**src/rtl/image_pipe_if.sv**
```systemverilog
// Image-pipe streaming link: data, valid, last beat of frame and backpressure.
// The master drives the beat; the slave returns busy.
interface image_pipe_if #(
  parameter int DATA_W = 32
) ();
  logic [DATA_W-1:0] data;
  logic              valid;
  logic              last;
  logic              busy;

  modport master (output data, valid, last, input busy);
  modport slave  (input data, valid, last, output busy);
endinterface

```
**src/rtl/image_pipe_stage.sv**
```systemverilog
// Per-pixel op stage (pass/add/invert/threshold) with an output FIFO on the image-pipe link.
// Define IMAGE_PIPE_SAT_EN to make the mode-1 add saturate instead of wrap.
module image_pipe_stage #(
  parameter int DATA_W = 32,
  parameter int DEPTH  = 4,
  parameter int FCNT_W = 16
) (
  input  logic              clk,
  input  logic              rst_n,
  image_pipe_if.slave       s_if,
  image_pipe_if.master      m_if,
  input  logic [1:0]        cfg_mode,
  input  logic [DATA_W-1:0] cfg_offset,
  input  logic [DATA_W-1:0] cfg_thresh,
  output logic [FCNT_W-1:0] frame_cnt_out,
  output logic              overflow_out
);
  localparam int AW = $clog2(DEPTH);
  localparam int CW = AW + 1;

  typedef struct packed {
    logic              last;
    logic [DATA_W-1:0] data;
  } beat_t;

  typedef enum logic {IDLE, IN_FRAME} state_t;

  state_t            state;
  logic [1:0]        sh_mode;
  logic [DATA_W-1:0] sh_offset, sh_thresh;

  beat_t             mem [DEPTH];
  logic [AW-1:0]     wr_ptr, rd_ptr;
  logic [CW-1:0]     count, count_next;
  logic              push, pop;

  logic [1:0]        eff_mode;
  logic [DATA_W-1:0] eff_offset, eff_thresh, result;
  beat_t             wr_beat;
  beat_t             head;

`ifdef IMAGE_PIPE_SAT_EN
  logic [DATA_W:0]   sum_ext;
  assign sum_ext = {1'b0, s_if.data} + {1'b0, eff_offset};
`endif

  // The output register frees up either when empty or when its beat transfers this edge.
  always_comb begin
    pop        = (count != '0) && (!m_if.valid || !m_if.busy);
    push       = s_if.valid && ((count < CW'(DEPTH)) || pop);
    count_next = count + CW'(push) - CW'(pop);
    head       = mem[rd_ptr];
  end

  // The first beat of a frame sees the live config; the rest see the shadow copy.
  always_comb begin
    eff_mode   = (state == IDLE) ? cfg_mode   : sh_mode;
    eff_offset = (state == IDLE) ? cfg_offset : sh_offset;
    eff_thresh = (state == IDLE) ? cfg_thresh : sh_thresh;
    result     = s_if.data;
    case (eff_mode)
      2'd1: begin
`ifdef IMAGE_PIPE_SAT_EN
        result = sum_ext[DATA_W] ? '1 : sum_ext[DATA_W-1:0];
`else
        result = s_if.data + eff_offset;
`endif
      end
      2'd2:    result = ~s_if.data;
      2'd3:    result = (s_if.data >= eff_thresh) ? '1 : '0;
      default: result = s_if.data;
    endcase
    wr_beat = '{last: s_if.last, data: result};
  end

  always_ff @(posedge clk) begin
    if (push) mem[wr_ptr] <= wr_beat;
  end

  always_ff @(posedge clk) begin
    if (!rst_n) begin
      state         <= IDLE;
      sh_mode       <= '0;
      sh_offset     <= '0;
      sh_thresh     <= '0;
      wr_ptr        <= '0;
      rd_ptr        <= '0;
      count         <= '0;
      s_if.busy     <= 1'b0;
      m_if.data     <= '0;
      m_if.valid    <= 1'b0;
      m_if.last     <= 1'b0;
      frame_cnt_out <= '0;
      overflow_out  <= 1'b0;
    end else begin
      if (push) wr_ptr <= wr_ptr + AW'(1);
      if (pop)  rd_ptr <= rd_ptr + AW'(1);
      count <= count_next;
      // One spare entry absorbs the beat already in flight when busy is seen upstream.
      s_if.busy <= (count_next >= CW'(DEPTH - 1));
      if (s_if.valid && !push) overflow_out <= 1'b1;

      if (pop) begin
        m_if.data  <= head.data;
        m_if.last  <= head.last;
        m_if.valid <= 1'b1;
      end else if (!m_if.busy) begin
        m_if.valid <= 1'b0;
      end

      if (m_if.valid && !m_if.busy && m_if.last) frame_cnt_out <= frame_cnt_out + FCNT_W'(1);

      case (state)
        IDLE: if (push) begin
          sh_mode   <= cfg_mode;
          sh_offset <= cfg_offset;
          sh_thresh <= cfg_thresh;
          if (!s_if.last) state <= IN_FRAME;
        end
        IN_FRAME: if (push && s_if.last) state <= IDLE;
        default: state <= IDLE;
      endcase
    end
  end
endmodule

```
**src/flat_wrapper.sv**
```systemverilog
// flat-port wrapper written by rule: the top's interface ports become plain ports
module image_pipe_stage_flat 
#(
  parameter int DATA_W = 32,
  parameter int DEPTH  = 4,
  parameter int FCNT_W = 16
)
  (clk, rst_n, cfg_mode, cfg_offset, cfg_thresh, frame_cnt_out, overflow_out, s_if_data, s_if_valid, s_if_last, s_if_busy, m_if_data, m_if_valid, m_if_last, m_if_busy);
  image_pipe_if #(.DATA_W(DATA_W)) s_if_i ();
  image_pipe_if #(.DATA_W(DATA_W)) m_if_i ();
  input  logic clk;
  input  logic rst_n;
  input  logic [1:0] cfg_mode;
  input  logic [DATA_W-1:0] cfg_offset;
  input  logic [DATA_W-1:0] cfg_thresh;
  output logic [FCNT_W-1:0] frame_cnt_out;
  output logic overflow_out;
  input wire logic [$bits(s_if_i.data)-1:0] s_if_data;
  input wire logic [$bits(s_if_i.valid)-1:0] s_if_valid;
  input wire logic [$bits(s_if_i.last)-1:0] s_if_last;
  output wire logic [$bits(s_if_i.busy)-1:0] s_if_busy;
  output wire logic [$bits(m_if_i.data)-1:0] m_if_data;
  output wire logic [$bits(m_if_i.valid)-1:0] m_if_valid;
  output wire logic [$bits(m_if_i.last)-1:0] m_if_last;
  input wire logic [$bits(m_if_i.busy)-1:0] m_if_busy;
  assign s_if_i.data = s_if_data;
  assign s_if_i.valid = s_if_valid;
  assign s_if_i.last = s_if_last;
  assign s_if_busy = s_if_i.busy;
  assign m_if_data = m_if_i.data;
  assign m_if_valid = m_if_i.valid;
  assign m_if_last = m_if_i.last;
  assign m_if_i.busy = m_if_busy;
  image_pipe_stage #(.DATA_W(DATA_W), .DEPTH(DEPTH), .FCNT_W(FCNT_W)) u_core (.clk(clk), .rst_n(rst_n), .s_if(s_if_i), .m_if(m_if_i), .cfg_mode(cfg_mode), .cfg_offset(cfg_offset), .cfg_thresh(cfg_thresh), .frame_cnt_out(frame_cnt_out), .overflow_out(overflow_out));
endmodule
```
**config.mk**
```make
export PLATFORM = sky130hd
export DESIGN_NAME = image_pipe_stage_flat
export DESIGN_NICKNAME = d
export VERILOG_FILES = /design/src/rtl/image_pipe_if.sv /design/src/rtl/image_pipe_stage.sv /design/src/flat_wrapper.sv
export SDC_FILE = /design/constraint.sdc
export NUM_CORES = 1
export LEC_CHECK = 0
export CELL_PAD_IN_SITES_DETAIL_PLACEMENT = 1
export CELL_PAD_IN_SITES_GLOBAL_PLACEMENT = 1
export CORE_MARGIN = 8
export CORE_UTILIZATION = 45
export CTS_CLUSTER_DIAMETER = 150
export DETAILED_ROUTE_END_ITERATION = 10
export GPL_TIMING_DRIVEN = 1
export PLACE_DENSITY_LB_ADDON = 0.1
export REMOVE_ABC_BUFFERS = 1
export SETUP_SLACK_MARGIN = 0.5
export SYNTH_ARGS = -nofsm -noshare
export SYNTH_HDL_FRONTEND = slang
export SYNTH_SLANG_ARGS = --single-unit
export TNS_END_PERCENT = 10
```
**constraint.sdc**
```tcl
create_clock -name clk -period 5.3 [get_ports clk]
set_input_delay 1.06 -clock clk [delete_from_list [all_inputs] [get_ports clk]]
set_output_delay 1.06 -clock clk [all_outputs]
set_load 0.02 [all_outputs]
```
==> qor.csv <==
stage;metric;value;unit
synth;synth.area.mux_share;11.1;%
setup_path;required;5.57;ns
place;port_buffers;154;
setup_path;end_kind;flip-flop;
drt;ant_nets;0;
sta;hold_viol;0;
place;dpl_cell_area;15400;um2
final_layout;fin_nets;1569;
drt;drt_iter0_drc;407;
synth;synth_compound_area_share;15.4;%
setup_path;start_kind;flip-flop;
synth;synth_edf_count;132;
final_layout;final-instance-count-excl-fill;1808;
grt;grt_max_degree;65;
setup_path;path_max_fanout;52;
clock_tree;ctsResizeCount;0;
synth;postSynthAreaPerCell;10.7;um2
sta;tightest_slew;0.967;ns
drt;drc;0;
drt;wl;35900;um
final_layout;final_common_cell;nand2_1;
die;die_w;189;um
die;dieArea;35700;um2
synth;synth_top_family_by_area;compound AO/OA/AOI/OAI gates;
synth;ys_types;65;
grt;grt_first_pass_wirelength;58200;um
clock_tree;post_cts_buffers;0;
place;place_congestion;0.845;
drt;num_vias;9964;
grt;antenna_found_initial;1;
final_layout;drive_gt1_share;11.9;%
sta;fin_crit;4.25;ns
pwr;power.density;449;nW/um2
clock_tree;htree_num_levels;1;
sta;maxSlewHeadroom;35.6;%
clock_tree;path_clk_slew;0.06;ns
final_layout;syn_to_final_growth;22.3;%
place;placed_cells;1753;
sta;max_freq;235;MHz
synth;postSynth.asyncResetShare;0;%
die;ios;155;
place;hpwl;25500;um
setup_path;arrival;4.52;ns
synth;ys_seq_area_share;48.1;%
sta;rsz0062_at_grt;false;
drt;via_per_inst;5.51;
outcome;status;complete, no violations;
drt;drt-pass1-iter-count;5;
synth;ys_seq_elements;258;
clock_tree;cts_root_buf;clkbuf_16;
die;initial_core_util;45.6;%
sta;fin_skew;0.0215;ns
clock_tree;clkLatencyLatePin;0.56;ns
die;die_y;189;um
drt;avgRoutedWirePerCell;19.9;um
die;core;29600;um2
clock_tree;numClockSinks;258;
synth;synthSimpleGateAreaFrac;12.6;%
synth;yosys.area_share.adder;6.80;%
synth;synth-xor-area-share;3.31;%
sta;final-setup-viol-count;0;
sta;min_period_over_period;80.2;%
sta;drv_slew;0;
synth;synth_cells;1260;
grt;grt_overflow;0;
final_layout;stdcell_area;16500;um2
sta;tns;0;ns
clock_tree;cts_tree;built;
clock_tree;clk_path_buf_depth;3;
final_layout;layout_common_cells;nand2_1 (269), clkdlybuf4s50_1 (153), edfxtp_1 (132);
pwr;vdd_drop_max;0.000238;V
synth;synth_area;13500;um2
clock_tree;hold_buffers;0;
synth;ys.warnings.count;0;
clock_tree;cts_buffers;29;
pwr;power.leakage;0.00597;uW
run;maxCapViolCount;0;
grt;grtUsageTotal;19.9;%
sta;whs;0.451;ns
final_layout;utilization;55.8;%
grt;grt_pass1_vias;10800;
worst_hold_path;hp-class;flip-flop to flip-flop;
die;rows;63;
synth;ys.flop_type;edfxtp_1;
setup_path;crit_type;flip-flop to flip-flop;
final_layout;num-fill-cells;3193;
==> flip-flops by register name (all words and copies together) (netlist names), 2 cells and up, named ones only <==
signal and flops:
u_core.count 3, u_core.frame_cnt_out 16, u_core.m_if.data 32, u_core.mem 132, u_core.rd_ptr 2, u_core.sh_mode 2, u_core.sh_offset 32, u_core.sh_thresh 32
u_core.wr_ptr 2
==> Yosys cell counts, types with 33 or more instances <==
master / instances / area, um2
mux2_2: 34 / 383
ha_1: 70 / 876
xnor2_1: 35 / 307
clkbuf_1: 51 / 191
dfxtp_1: 126 / 2520
o21ai_0: 34 / 170
edfxtp_1: 132 / 3960
a21oi_1: 55 / 275
nand2_1: 269 / 1010
mux4_2: 33 / 743
mux2i_1: 37 / 370
a21boi_0: 95 / 713
==> where the power goes <==
group	leakage (uW)	internal [uW]	switching, uW
Clock	0.000505	1350	859
Combinational	0.00322	1070	1370
Sequential	0.00225	2540	214
Total	0.00597	4960	2450
==> metrics by stage <==
step                setup WS, ns  total power (uW)
floorplan                  0.440              4300
global placement           0.797              5160
detailed placement         0.737              5250
CTS                         1.07              7500
global route               0.722              7800
finish                      1.05              7400
==> metal layers <==
layer  vias to the layer above  GRT usage (%)  part of all wire [%]
li1                       4841              -                     -
met1                      4887           26.5                    47
met2                       191           33.2                    47
met3                        45           3.15                   4.5
met4                         0           5.26                   1.8
met5                         -              0                     0
==> worst paths after layout <==
kind / startpoint / endpoint / slack [ns] / cells past startpoint
max reg2reg: flip-flop / u_core.mem[0][26] / 1.05 / 10
max: flip-flop / u_core.mem[0][26] / 1.05 / 10
min: u_core.sh_offset[23] / u_core.sh_offset[23] / 0.45 / 2
min reg2reg: u_core.sh_offset[23] / u_core.sh_offset[23] / 0.45 / 2
==> worst max-delay path: stages, from the launching register on <==
cell,delay (ns)
dfxtp_4,0.88
mux2_2,0.42
ha_1,0.26
nand2b_1,0.12
a31oi_1,0.16
nor4_1,0.35
o21ai_0,0.19
a31o_2,0.31
nand3_1,0.34
nor2_1,0.23
nor4b_1,0.60
==> logic make-up (layout without fill, tap and decap cells) <==
logic type / after synthesis / count (layout)
and+or+nand+nor: 392 / 392
AOI/OAI and AO/OA: 295 / 295
DFF: 258 / 258
muxes: 104 / 104
buffers and inverters: 88 / 245
adders and majority gates: 72 / 72
xor gates and xnor gates: 51 / 51
other: 0 / 1
==> area by class of cell <==
class | instances | area [um2] | area share (%)
antenna | 1 | 2.50 | 0.0152
tap | 390 | 488 | 2.96
inverter | 16 | 60.1 | 0.364
sequential | 258 | 6490 | 39.4
clock inverter | 24 | 328 | 1.99
multi-input combinational | 914 | 6660 | 40.4
clock buffer | 30 | 729 | 4.43
timing repair buffer | 175 | 1720 | 10.4
(Power assumes the default switching activity.)
==> RTL edit 1: new RTL, same settings <==
The option `IMAGE_PIPE_SAT_EN` is turned on by a define.
--- a/src/rtl/image_pipe_stage.sv
+++ b/src/rtl/image_pipe_stage.sv
@@ -1,4 +1,6 @@
 // Per-pixel op stage (pass/add/invert/threshold) with an output FIFO on the image-pipe link.
 // Define IMAGE_PIPE_SAT_EN to make the mode-1 add saturate instead of wrap.
+`define IMAGE_PIPE_SAT_EN
+
 module image_pipe_stage #(
   parameter int DATA_W = 32,
Formal check against the unedited RTL: not equivalent (Yosys sat finds a counterexample within 4 cycles, from zero or initial values and one cycle with rst_n low).
==> RTL edit 1 against the original RTL <==
Clock skew fell by 5.0 ps. Fmax fell by 4.5%. Power fell by 9.2%. Final area fell by 0.52%. Count of clock-buffer cells in the layout rose by 5. Routed wire length fell by 0.49%. Sequential cell count did not move. First-iteration DRC count rose by 14%. Area after synthesis rose by 0.15%. Setup slack got worse by 200 ps. Combinational power fell by 15%. Critical endpoint is now u_core.mem[1][16]$_DFFE_PP_.
==> RTL edit 1: results <==
<?xml version="1.0" encoding="UTF-8"?>
<metrics>
  <group name="run_status">
    <metric name="run_status" unit="">finished, final reports clean</metric>
  </group>
  <group name="global_routing">
    <metric name="groute.layer.met1.usage" unit="">0.2611</metric>
    <metric name="globalRouteMet3Util" unit="">0.03918</metric>
    <metric name="grt_first_pass_wirelength" unit="µm">57630</metric>
    <metric name="first_global_vias" unit="">10650</metric>
    <metric name="grt_use_met2" unit="">0.3343</metric>
    <metric name="antenna_found_initial" unit="">0</metric>
  </group>
  <group name="power_and_ir_drop">
    <metric name="comb_power_share" unit="">0.308</metric>
    <metric name="static-leakage-power" unit="µW">0.005916</metric>
    <metric name="pwr.group.sequential" unit="µW">2580</metric>
  </group>
  <group name="synthesis">
    <metric name="synth_fa_ha_area_frac" unit="">0.06879</metric>
    <metric name="synth_xor_area_frac" unit="">0.04023</metric>
    <metric name="dominant_cells_by_area_after_synthesis" unit="">sky130_fd_sc_hd__edfxtp_1 (29%), sky130_fd_sc_hd__dfxtp_1 (19%), sky130_fd_sc_hd__nand2_1 (7.1%)</metric>
    <metric name="synth_top_cells_by_count" unit="">sky130_fd_sc_hd__nand2_1 (255), sky130_fd_sc_hd__edfxtp_1 (132), sky130_fd_sc_hd__dfxtp_1 (126)</metric>
  </group>
  <group name="clocking">
    <metric name="clk-insertion-delay-late" unit="ps">540</metric>
  </group>
  <group name="timing">
    <metric name="tightest_slew" unit="ps">1104</metric>
  </group>
  <group name="setup_path">
    <metric name="cp_slowest_cell" unit="">sky130_fd_sc_hd__fa_1</metric>
    <metric name="reg2reg_to" unit="">u_core.mem[2][27]$_DFFE_PP_</metric>
    <metric name="cpPeakStageDelay" unit="ps">440</metric>
  </group>
  <group name="drt">
    <metric name="detailroute.wirelength.met2" unit="µm">16780</metric>
    <metric name="wl_per_cell" unit="µm">20.03</metric>
    <metric name="detail_route.wirelength.met1" unit="µm">16520</metric>
    <metric name="met3_length" unit="µm">1885</metric>
  </group>
  <group name="final_layout">
    <metric name="layout.buffer.nonclock.area_share" unit="">0.1020</metric>
    <metric name="clock_area_frac" unit="">0.06006</metric>
    <metric name="postLayoutCellArea" unit="mm²">0.01640</metric>
    <metric name="drive_above_1_share" unit="">0.1149</metric>
    <metric name="number_of_antenna_repair_diodes" unit="">0</metric>
    <metric name="finish.net_count" unit="">1547</metric>
    <metric name="fillerInstances" unit="">3113</metric>
    <metric name="fraction_of_standard_cell_area_in_multi_input_logic" unit="">0.4102</metric>
    <metric name="inverters" unit="">9</metric>
    <metric name="clock_buffers" unit="">35</metric>
    <metric name="buffers_excl_clock" unit="">170</metric>
  </group>
  <group name="placement">
    <metric name="dp.final_hpwl" unit="µm">25590</metric>
    <metric name="globalplace.congestion" unit="">0.8224</metric>
  </group>
</metrics>
==> RTL edit 1: cell count changes in the layout (fill, tap and decap cells not counted), sizes merged, moves of 9 or more <==
cell	before	now
xnor2	35	50
nand2	269	255
inv	20	8
o211ai	15	4
a21oi	56	47
==> RTL edit 1: per-stage QoR <==
step	cells	setup TNS, ps	total power, µW	setup WS [ps]	util
after floorplan	1170	-7557	3911	-151.5	-
after detailed placement	1730	0	4718	288.9	0.5214
final	1783	0	6722	849.7	0.5547
after global placement	1730	0	4658	412.4	0.5214
after global routing	1783	0	7082	679.8	0.5547
after CTS	1783	0	6809	865.0	0.5547
==> RTL edit 1: how the worst max path moves through the flow <==
stage | endpoint
after CTS | u_core.mem[1][16]$_DFFE_PP_
final | u_core.mem[1][16]$_DFFE_PP_
after floorplan | u_core.mem[0][19]$_DFFE_PP_
after detailed placement | u_core.mem[1][16]$_DFFE_PP_
after global routing | u_core.mem[1][16]$_DFFE_PP_
after global placement | u_core.mem[2][2]$_DFFE_PP_
==> RTL edit 2: new RTL, same flow settings <==
Without the edit above. Put one more register stage on the output `frame_cnt_out`, without a reset. The value now appears one clock later. The other outputs are not delayed to match.
--- a/src/rtl/image_pipe_stage.sv
+++ b/src/rtl/image_pipe_stage.sv
@@ -25,4 +25,6 @@
 
   typedef enum logic {IDLE, IN_FRAME} state_t;
+
+  logic [FCNT_W-1:0] frame_cnt_s0;
 
   state_t            state;
@@ -91,5 +93,5 @@
       m_if.valid    <= 1'b0;
       m_if.last     <= 1'b0;
-      frame_cnt_out <= '0;
+      frame_cnt_s0 <= '0;
       overflow_out  <= 1'b0;
     end else begin
@@ -109,5 +111,5 @@
       end
 
-      if (m_if.valid && !m_if.busy && m_if.last) frame_cnt_out <= frame_cnt_out + FCNT_W'(1);
+      if (m_if.valid && !m_if.busy && m_if.last) frame_cnt_s0 <= frame_cnt_s0 + FCNT_W'(1);
 
       case (state)
@@ -123,4 +125,8 @@
     end
   end
+  always_ff @(posedge clk) begin
+    frame_cnt_out <= frame_cnt_s0;
+  end
+
 endmodule
 
Formal check against the unedited RTL: not equivalent (a bounded check fails within 4 cycles, from zero or initial values and one cycle with rst_n low).
==> RTL edit 2 against the original RTL <==
Power increased by 0.58%. Sequential cell count increased by 16. Register-to-register slack got worse by 70 ps. Non-clock buffer count decreased by 3. Final area increased by 0.96%. First-iteration DRC count decreased by 20%. Setup slack got worse by 160 ps. Routed wire length decreased by 1.7%. Cell count decreased by 2.4%. Area after synthesis increased by 1.6%. Sequential share of layout area increased by 1.6 points. Largest cell class is now registers. Largest power group unchanged.
==> RTL edit 2: results <==
<?xml version="1.0" encoding="UTF-8"?>
<metrics>
  <group name="global_routing">
    <metric name="pin_count_of_the_biggest_net_entering_global_routing" unit="">81</metric>
    <metric name="grt_first_pass_wirelength" unit="µm">55940</metric>
    <metric name="first_global_vias" unit="">10230</metric>
    <metric name="antenna_found_initial" unit="">2</metric>
  </group>
  <group name="hold_path">
    <metric name="hold_path_startpoint" unit="">u_core.frame_cnt_s0[15]$_SDFFE_PN0P_</metric>
    <metric name="holdPathEnd" unit="">u_core.frame_cnt_out[15]$_DFF_P_</metric>
    <metric name="hold_path_cell_cnt" unit="">0</metric>
  </group>
  <group name="timing">
    <metric name="finalHoldWorstSlack" unit="ps">366.7</metric>
    <metric name="tightest_slew" unit="ps">971.1</metric>
    <metric name="worst_clock_skew" unit="ps">14.88</metric>
  </group>
  <group name="drt">
    <metric name="first_iter_violations" unit="">326</metric>
    <metric name="dr.pass1.iters" unit="">4</metric>
    <metric name="wl_per_cell" unit="µm">20.00</metric>
  </group>
  <group name="run_status">
    <metric name="run_status" unit="">finished, final reports clean</metric>
  </group>
  <group name="setup_path">
    <metric name="ff2ff_setup_slack" unit="ps">980</metric>
    <metric name="timing.critical_path.arrival" unit="ps">4680</metric>
  </group>
  <group name="synthesis">
    <metric name="synth_top_cells_by_count" unit="">sky130_fd_sc_hd__nand2_1 (236), sky130_fd_sc_hd__dfxtp_1 (142), sky130_fd_sc_hd__edfxtp_1 (132)</metric>
    <metric name="yosysTopAreaCellShare" unit="">0.2894</metric>
    <metric name="sequential_cell_area_fraction_in_the_yosys_report" unit="">0.4969</metric>
    <metric name="synthesis.area_per_instance" unit="µm²">11.30</metric>
  </group>
  <group name="final_layout">
    <metric name="instances_no_fill" unit="">1765</metric>
  </group>
  <group name="clocking">
    <metric name="numClockSinks" unit="">274</metric>
    <metric name="cts_buffers" unit="">30</metric>
  </group>
  <group name="placement">
    <metric name="placed_area" unit="mm²">0.01561</metric>
    <metric name="dp.final_hpwl" unit="µm">24900</metric>
  </group>
</metrics>
RTL edit 2: cell count changes after synthesis, moves of 16 or more:
cell                       unedited run  this run
sky130_fd_sc_hd__nand2_1            269       236
sky130_fd_sc_hd__dfxtp_1            126       142
sky130_fd_sc_hd__a21oi_1             55        33
sky130_fd_sc_hd__o21ai_0             34        12
sky130_fd_sc_hd__xnor2_1             35        60
sky130_fd_sc_hd__a221oi_1             1        20
RTL edit 2: where the power goes:
| group | internal, µW | switching [µW] |
|---|---|---|
| Clock | 1320 | 820 |
| Sequential | 2670 | 212 |
| Combinational | 1070 | 1350 |
| Total | 5060 | 2390 |
RTL edit 2: how the worst max path moves through the flow:
stage	from	to	slack (ps)	depth (start not counted)
finish	cfg_offset[0]	u_core.mem[1][30]$_DFFE_PP_	890	13
global route	cfg_offset[0]	u_core.mem[1][30]$_DFFE_PP_	690	13
CTS	cfg_offset[0]	u_core.mem[1][30]$_DFFE_PP_	940	13
detailed placement	cfg_offset[0]	u_core.mem[2][30]$_DFFE_PP_	360	13
global placement	cfg_offset[0]	u_core.mem[0][30]$_DFFE_PP_	470	13
floorplan	register	u_core.mem[0][30]$_DFFE_PP_	-10	12
RTL edit 2: kinds of logic (layout without fill, tap and decap cells):
logic type / count (synthesis) / in the layout / share of synthesized area
adders and majority gates: 72 / 72 / 0.06686
AOI/OAI and AO/OA: 254 / 254 / 0.1411
xor gates and xnor gates: 71 / 71 / 0.04540
buffers and inverters: 84 / 241 / 0.02512
DFF: 274 / 274 / 0.4969
muxes: 106 / 106 / 0.1113
and+or+nand+nor: 351 / 351 / 0.1134
RTL edit 2: layout make-up:
cell class	count	area [µm²]	share of cell area
Clock buffer	46	910.9	0.05474
Clock inverter	10	120.1	0.007219
Inverter	13	48.80	0.002933
Multi-Input combinational cell	854	6565	0.3945
Sequential cell	274	6813	0.4094
Tap cell	396	495.5	0.02978
Timing Repair Buffer	172	1687	0.1014
RTL edit 2: per-layer routing:
metal,GRT usage,share of wire,vias up
li1,-,-,4662
met1,0.2551,0.46,4745
met2,0.3237,0.47,190
met3,0.02871,0.049,40
met4,0.04833,0.018,4
met5,0,0.00065,-
RTL edit 2: critical path, stage by stage:
cell and delay [ps]:
sky130_fd_sc_hd__clkdlybuf4s50_1 440, sky130_fd_sc_hd__mux2_2 280, sky130_fd_sc_hd__ha_1 230, sky130_fd_sc_hd__fa_1 410, sky130_fd_sc_hd__a21o_1 200, sky130_fd_sc_hd__a21o_1 220, sky130_fd_sc_hd__a21oi_2 240, sky130_fd_sc_hd__nor4b_2 120
sky130_fd_sc_hd__o41ai_4 480, sky130_fd_sc_hd__o21ai_1 160, sky130_fd_sc_hd__a221oi_2 250, sky130_fd_sc_hd__xor2_1 100, sky130_fd_sc_hd__a221oi_1 490
